<file path="src/rtl/lsu_ctrl_pkg.sv">
// Shared definitions for the load/store unit: funct3 encodings, FSM states and legality check.
package lsu_ctrl_pkg;

  localparam logic [2:0] F3_B  = 3'b000;
  localparam logic [2:0] F3_H  = 3'b001;
  localparam logic [2:0] F3_W  = 3'b010;
  localparam logic [2:0] F3_BU = 3'b100;
  localparam logic [2:0] F3_HU = 3'b101;

  typedef enum logic [1:0] {
    LSU_IDLE = 2'd0,
    LSU_BUS  = 2'd1,
    LSU_DONE = 2'd2
  } lsu_state_e;

  // Stores only have signed-agnostic encodings, so the unsigned variants are illegal for them.
  function automatic logic f3_legal(input logic we, input logic [2:0] f3);
    logic ok;
    ok = 1'b0;
    case (f3)
      F3_B, F3_H, F3_W: ok = 1'b1;
      F3_BU, F3_HU:     ok = ~we;
      default:          ok = 1'b0;
    endcase
    return ok;
  endfunction

endpackage

</file>
<file path="src/rtl/lsu_load_fmt.sv">
// Combinational load formatter: selects the addressed byte/half/word lane and extends it.
module lsu_load_fmt
  import lsu_ctrl_pkg::*;
#(
  parameter int unsigned DATA_WIDTH = 32
) (
  input  logic [DATA_WIDTH-1:0] rdata_i,
  input  logic [1:0]            addr_lo_i,
  input  logic [2:0]            funct3_i,
  output logic [DATA_WIDTH-1:0] data_o
);

  logic [7:0]  byte_sel;
  logic [15:0] half_sel;

  always_comb begin
    byte_sel = rdata_i[{addr_lo_i, 3'b000} +: 8];
    half_sel = addr_lo_i[1] ? rdata_i[31:16] : rdata_i[15:0];
    data_o   = '0;
    case (funct3_i)
      F3_B:    data_o = {{(DATA_WIDTH - 8){byte_sel[7]}}, byte_sel};
      F3_BU:   data_o = {{(DATA_WIDTH - 8){1'b0}}, byte_sel};
      F3_H:    data_o = {{(DATA_WIDTH - 16){half_sel[15]}}, half_sel};
      F3_HU:   data_o = {{(DATA_WIDTH - 16){1'b0}}, half_sel};
      F3_W:    data_o = rdata_i;
      default: data_o = '0;
    endcase
  end

endmodule

</file>
<file path="src/rtl/lsu_ctrl.sv">
// Load/store unit: one bus transaction per memory instruction, stalling the core until done.
// Optional misaligned-access suppression is enabled by defining LSU_MISALIGN_EXC_EN.
module lsu_ctrl
  import lsu_ctrl_pkg::*;
#(
  parameter int unsigned DATA_WIDTH = 32,
  parameter int unsigned ADDR_WIDTH = 32,
  parameter int unsigned BE_WIDTH   = DATA_WIDTH / 8
) (
  input  logic                  clk_i,
  input  logic                  reset_i,
  input  logic                  req_i,
  input  logic                  we_i,
  input  logic [2:0]            funct3_i,
  input  logic [ADDR_WIDTH-1:0] addr_i,
  input  logic [DATA_WIDTH-1:0] wdata_i,
  output logic                  stall_o,
  output logic                  done_o,
  output logic [DATA_WIDTH-1:0] rdata_o,
  output logic                  misalign_o,
  output logic                  mem_req_o,
  output logic                  mem_we_o,
  output logic [ADDR_WIDTH-1:0] mem_addr_o,
  output logic [DATA_WIDTH-1:0] mem_wdata_o,
  output logic [BE_WIDTH-1:0]   mem_be_o,
  input  logic                  mem_ready_i,
  input  logic [DATA_WIDTH-1:0] mem_rdata_i
);

  lsu_state_e state_q, state_d;

  logic                  we_q, we_d;
  logic [2:0]            funct3_q, funct3_d;
  logic [1:0]            addr_lo_q, addr_lo_d;
  logic                  mem_req_q, mem_req_d;
  logic                  mem_we_q, mem_we_d;
  logic [ADDR_WIDTH-1:0] mem_addr_q, mem_addr_d;
  logic [DATA_WIDTH-1:0] mem_wdata_q, mem_wdata_d;
  logic [BE_WIDTH-1:0]   mem_be_q, mem_be_d;
  logic [DATA_WIDTH-1:0] rdata_q, rdata_d;
  logic                  misalign_q, misalign_d;

  logic                  legal;
  logic                  is_half;
  logic                  is_word;
  logic                  suppress;
  logic                  mis_flag;
  logic [1:0]            addr_lo_eff;
  logic [DATA_WIDTH-1:0] st_wdata;
  logic [BE_WIDTH-1:0]   st_be;
  logic [DATA_WIDTH-1:0] load_data;

  assign legal   = f3_legal(we_i, funct3_i);
  assign is_half = (funct3_i[1:0] == 2'b01);
  assign is_word = (funct3_i[1:0] == 2'b10);

`ifdef LSU_MISALIGN_EXC_EN
  logic misaligned_req;
  assign misaligned_req = (is_half & addr_i[0]) | (is_word & (addr_i[1:0] != 2'b00));
  assign mis_flag       = legal & misaligned_req;
  assign suppress       = ~legal | misaligned_req;
  assign addr_lo_eff    = addr_i[1:0];
`else
  // Misaligned halves/words silently snap to their natural alignment.
  assign mis_flag    = 1'b0;
  assign suppress    = ~legal;
  assign addr_lo_eff = is_word ? 2'b00 : (is_half ? {addr_i[1], 1'b0} : addr_i[1:0]);
`endif

  always_comb begin
    st_wdata = '0;
    st_be    = {BE_WIDTH{1'b1}};
    if (we_i) begin
      case (funct3_i[1:0])
        2'b00: begin
          st_wdata = {4{wdata_i[7:0]}};
          st_be    = BE_WIDTH'(1) << addr_lo_eff;
        end
        2'b01: begin
          st_wdata = {2{wdata_i[15:0]}};
          st_be    = BE_WIDTH'(3) << {addr_lo_eff[1], 1'b0};
        end
        default: st_wdata = wdata_i;
      endcase
    end
  end

  lsu_load_fmt #(
    .DATA_WIDTH(DATA_WIDTH)
  ) u_load_fmt (
    .rdata_i  (mem_rdata_i),
    .addr_lo_i(addr_lo_q),
    .funct3_i (funct3_q),
    .data_o   (load_data)
  );

  always_comb begin
    state_d     = state_q;
    we_d        = we_q;
    funct3_d    = funct3_q;
    addr_lo_d   = addr_lo_q;
    mem_req_d   = mem_req_q;
    mem_we_d    = mem_we_q;
    mem_addr_d  = mem_addr_q;
    mem_wdata_d = mem_wdata_q;
    mem_be_d    = mem_be_q;
    rdata_d     = rdata_q;
    misalign_d  = misalign_q;
    stall_o     = 1'b0;
    done_o      = 1'b0;

    case (state_q)
      LSU_IDLE: begin
        if (req_i) begin
          stall_o    = 1'b1;
          we_d       = we_i;
          funct3_d   = funct3_i;
          addr_lo_d  = addr_lo_eff;
          rdata_d    = '0;
          misalign_d = mis_flag;
          if (suppress) begin
            state_d = LSU_DONE;
          end else begin
            state_d     = LSU_BUS;
            mem_req_d   = 1'b1;
            mem_we_d    = we_i;
            mem_addr_d  = {addr_i[ADDR_WIDTH-1:2], 2'b00};
            mem_wdata_d = st_wdata;
            mem_be_d    = st_be;
          end
        end
      end
      LSU_BUS: begin
        stall_o = 1'b1;
        if (mem_ready_i) begin
          rdata_d   = we_q ? '0 : load_data;
          mem_req_d = 1'b0;
          state_d   = LSU_DONE;
        end
      end
      LSU_DONE: begin
        // The core advances on this edge, so the next instruction is first seen in IDLE.
        done_o  = 1'b1;
        state_d = LSU_IDLE;
      end
      default: state_d = LSU_IDLE;
    endcase
  end

  always_ff @(posedge clk_i or negedge reset_i) begin
    if (!reset_i) begin
      state_q     <= LSU_IDLE;
      we_q        <= 1'b0;
      funct3_q    <= 3'b000;
      addr_lo_q   <= 2'b00;
      mem_req_q   <= 1'b0;
      mem_we_q    <= 1'b0;
      mem_addr_q  <= '0;
      mem_wdata_q <= '0;
      mem_be_q    <= '0;
      rdata_q     <= '0;
      misalign_q  <= 1'b0;
    end else begin
      state_q     <= state_d;
      we_q        <= we_d;
      funct3_q    <= funct3_d;
      addr_lo_q   <= addr_lo_d;
      mem_req_q   <= mem_req_d;
      mem_we_q    <= mem_we_d;
      mem_addr_q  <= mem_addr_d;
      mem_wdata_q <= mem_wdata_d;
      mem_be_q    <= mem_be_d;
      rdata_q     <= rdata_d;
      misalign_q  <= misalign_d;
    end
  end

  assign mem_req_o   = mem_req_q;
  assign mem_we_o    = mem_we_q;
  assign mem_addr_o  = mem_addr_q;
  assign mem_wdata_o = mem_wdata_q;
  assign mem_be_o    = mem_be_q;
  assign rdata_o     = rdata_q;
  assign misalign_o  = misalign_q;

endmodule
</file>
<file path="config.mk">
export PLATFORM = sky130hd
export DESIGN_NAME = lsu_ctrl
export DESIGN_NICKNAME = d
export VERILOG_FILES = /design/src/rtl/lsu_ctrl_pkg.sv /design/src/rtl/lsu_load_fmt.sv /design/src/rtl/lsu_ctrl.sv
export SDC_FILE = /design/constraint.sdc
export NUM_CORES = 1
export LEC_CHECK = 0
export ABC_AREA = 1
export CORE_MARGIN = 1.5
export CORE_UTILIZATION = 31
export CTS_CLUSTER_DIAMETER = 120
export DETAILED_ROUTE_END_ITERATION = 8
export HOLD_SLACK_MARGIN = 0.1
export PLACE_DENSITY_LB_ADDON = 0.25
export SYNTH_ARGS = -nofsm -noshare
export SYNTH_HDL_FRONTEND = slang
export SYNTH_SLANG_ARGS = --single-unit
export TNS_END_PERCENT = 20
</file>
<file path="constraint.sdc">
create_clock -name clk_i -period 1.7 [get_ports clk_i]
set_clock_uncertainty 0.2 [all_clocks]
set_input_delay 0.51 -clock clk_i [delete_from_list [all_inputs] [get_ports clk_i]]
set_output_delay 0.51 -clock clk_i [all_outputs]
set_load 0.05 [all_outputs]
</file>
==> flow_metrics.tcl <==
set metrics [dict create \
    yosysTopAreaCellShare_pct 53.3 \
    slew_viols_final 0 \
    start_util_pct 31.8 \
    finalCriticalPeriod_ns 1.84 \
    gp_routability_congestion 0.904 \
    maximum_capacitance_violations 0 \
    violated_checks "negative setup slack" \
    detail_route.vias_per_cell 4.67 \
    grt_max_degree 41 \
    timing.final.crit_share_pct 108 \
    flow.area_growth_from_synthesis_pct 81.5 \
    maxClockFrequency_mhz 543 \
    drive_above_1_share_pct 23.3 \
    chipWidth_um 131 \
    synth_enable_flop_cells 0 \
    fillerInstances 1441 \
    run_status "finished with violations" \
    synth.avg_cell_area_um2 7.67 \
    yosys.cell_count.top_type "sky130_fd_sc_hd__nand2_1" \
    insertedDiodeCount 0 \
    timing.hold.worst.class "reg2reg" \
    drt-pass1-iter-count 4 \
    drc 0 \
    routed_wire_length_per_instance_um 15.1 \
    clkTransAtPathRegs_ns 0.08 \
    synth_warnings 0 \
    route.final.wire_length_mm 16.9 \
    clock_sinks 108 \
    clock_path_buffers 2 \
    power.density_cell_area_mw_per_mm2 1910 \
    yosys-top-cells-area "sky130_fd_sc_hd__dfrtp_1, sky130_fd_sc_hd__nand2_1, sky130_fd_sc_hd__o21ai_0, sky130_fd_sc_hd__nand3_1, sky130_fd_sc_hd__o21ai_1" \
    nNetsFinal 1000 \
    ys_top_cells_by_count "sky130_fd_sc_hd__nand2_1, sky130_fd_sc_hd__dfrtp_1, sky130_fd_sc_hd__o21ai_0, sky130_fd_sc_hd__nand3_1, sky130_fd_sc_hd__nor2_1" \
    number_of_global_route_vias_before_repair 5208 \
    detailed_routing_wirelength_on_met1_mm 6.79 \
    route.antenna.remaining_nets 0 \
    critical_path_peak_fanout 4 \
    htree_levels 3 \
    synth_seq_area_share_pct 53.3 \
    ios 209 \
    routed_met3_length_mm 1.79 \
    rsz0062_at_grt "true" \
    post-route-util_pct 57.7 \
    total_leakage_power_nw 4.44 \
    wire_length_of_the_first_global_routing_pass_mm 26.9 \
    synth_cell_types 24 \
    tritoncts_clock_tree "built" \
    ys_dominant_reg_cell "sky130_fd_sc_hd__dfrtp_1" \
    final.setup.tns_ns -2.59 \
    ys_async_sr_fraction_pct 100 \
    design.core.area_mm2 0.0159 \
    cts.root.buffer_cell "sky130_fd_sc_hd__clkbuf_16" \
    cell_taking_the_most_area_after_synthesis "sky130_fd_sc_hd__dfrtp_1" \
    cp_cell_sequence "nand2_2 -> nand2_2 -> buf_12" \
    ys_ff_latch 108 \
    port_buffers 205 \
    num_vias 5215 \
    critical_path.startpoint_type "register" \
    timing_worst_setup_path_type "reg2out" \
    max-vdd-ir-drop_mv 1.29 \
    initial_antenna_violation_count 0 \
    die_height_um 131 \
    tritoncts.num_buffers 9 \
    endpoint_kind "output pin" \
    die_area_mm2 0.0171 \
    groute.usage.overall_pct 20.6 \
    crit_slowest_cell "sky130_fd_sc_hd__dfrtp_1" \
    timing.final.ws_setup_ns -0.142 \
    route.met2.wl_mm 8.06 \
    top_layer_used "met4" \
    synthCells 661 \
    crit_path_max_incr_delay_ns 0.44 \
    finalHoldViolations 0 \
    core.rowCount 46 \
    cp.arrival_ns 1.13 \
    dr.first_iter.drc_count 255 \
    detailed_place_hpwl_mm 12.5 \
    clk_latency_ns 0.36 \
    setup_violating_endpoint_count_in_the_final_report 69 \
    synth.cell_area_mm2 0.00507 \
    required_time_worst_endpoint_ns 0.99 \
    globalRoute.totalOverflow 0 \
    path_common_cell "sky130_fd_sc_hd__nand2_2" \
]
critical path, delay by kind of cell, from the launching register on:
kind	cells	cell delay, ns
DFF	1	0.44
and+or+nand+nor	2	0.19
buffers and inverters	1	0.15
sequential cells by signal (all words and copies together) (netlist names):
| signal | cells |
|---|---|
| funct3_q | 3 |
| mem_be_o | 4 |
| mem_req_o | 1 |
| state_q | 2 |
| we_q | 1 |
| mem_addr_o | 30 |
| addr_lo_q | 2 |
| mem_we_o | 1 |
| mem_wdata_o | 32 |
| rdata_o | 32 |
logic make-up (layout without fill, tap and decap cells):
kind of cell    Yosys count  in the layout  synth area share (%)
buf+inv                  66            304                  5.92
flops                   108            108                  53.3
simple gates            396            396                  31.2
other cells               1              3                0.0740
compound gates           90             90                  9.50
cell type report:
type	count	area, um^2	area share, %
sequential	108	2700	29.4
timing repair buffer	260	3670	39.9
clock buffer	9	225	2.45
tap	216	270	2.94
clock inverter	7	85.1	0.925
inverter	28	108	1.17
multi-input combinational	489	2140	23.3
final timing paths:
kind	from	endpoint	slack, ns	cells after the start
max	state_q[0]	stall_o	-0.14	3
min	we_q	we_q	0.31	2
max reg2reg	state_q[1]	mem_wdata_o[8]	-0.07	10
min reg2reg	we_q	we_q	0.31	2
max in group asynchronous	reset_i	rdata_o[17]	0.32	3
min in group asynchronous	reset_i	mem_wdata_o[19]	0.44	2
per-stage QoR:
stage | instance area (um^2) | hold WS, ns | setup slack, ns | power (mW) | instances
global route | 9200 | 0.335 | -0.191 | 18.4 | 1117
CTS | 9170 | 0.300 | -0.148 | 17.6 | 1117
finish | 9200 | 0.314 | -0.142 | 17.5 | 1117
detailed placement | 8760 | 0.240 | -0.620 | 15.2 | 1096
global placement | 8760 | 0.236 | -0.536 | 15.1 | 1096
floorplan | 5080 | 0.0144 | -0.0615 | 9.46 | 663
cells in the final DEF (no fill, tap or decap), types with 22 or more instances in the layout:
cell type / count
sky130_fd_sc_hd__o21ai_0: 31
sky130_fd_sc_hd__dfrtp_1: 108
sky130_fd_sc_hd__nand3_1: 35
sky130_fd_sc_hd__inv_1: 22
sky130_fd_sc_hd__buf_12: 114
sky130_fd_sc_hd__clkdlybuf4s50_1: 100
sky130_fd_sc_hd__nand2_1: 307
sky130_fd_sc_hd__buf_4: 38
sky130_fd_sc_hd__o21ai_1: 29
sky130_fd_sc_hd__nor2_1: 22
repair_timing:
action,CTS,global route
hold buffers,1,0
gates resized for setup,19,13
gates cloned,1,0
buffers inserted,3,0
endpoints found under the hold margin,18,0
endpoints found under the setup margin,72,103
pin swaps,4,3
where the power goes:
group          switching, mW  leakage (nW)  internal, mW
sequential              1.10          1.40          3.53
clock                   1.05         0.146          1.17
combinational           5.73          2.90          4.95
total                   7.88          4.44          9.65
per-layer routing:
layer | vias up | global-route usage, %
met5 | - | 0
met4 | 0 | 6.40
met3 | 17 | 7.78
met2 | 205 | 34.1
met1 | 2435 | 24.8
li1 | 2558 | -
Power figures use the tool's default switching activity.
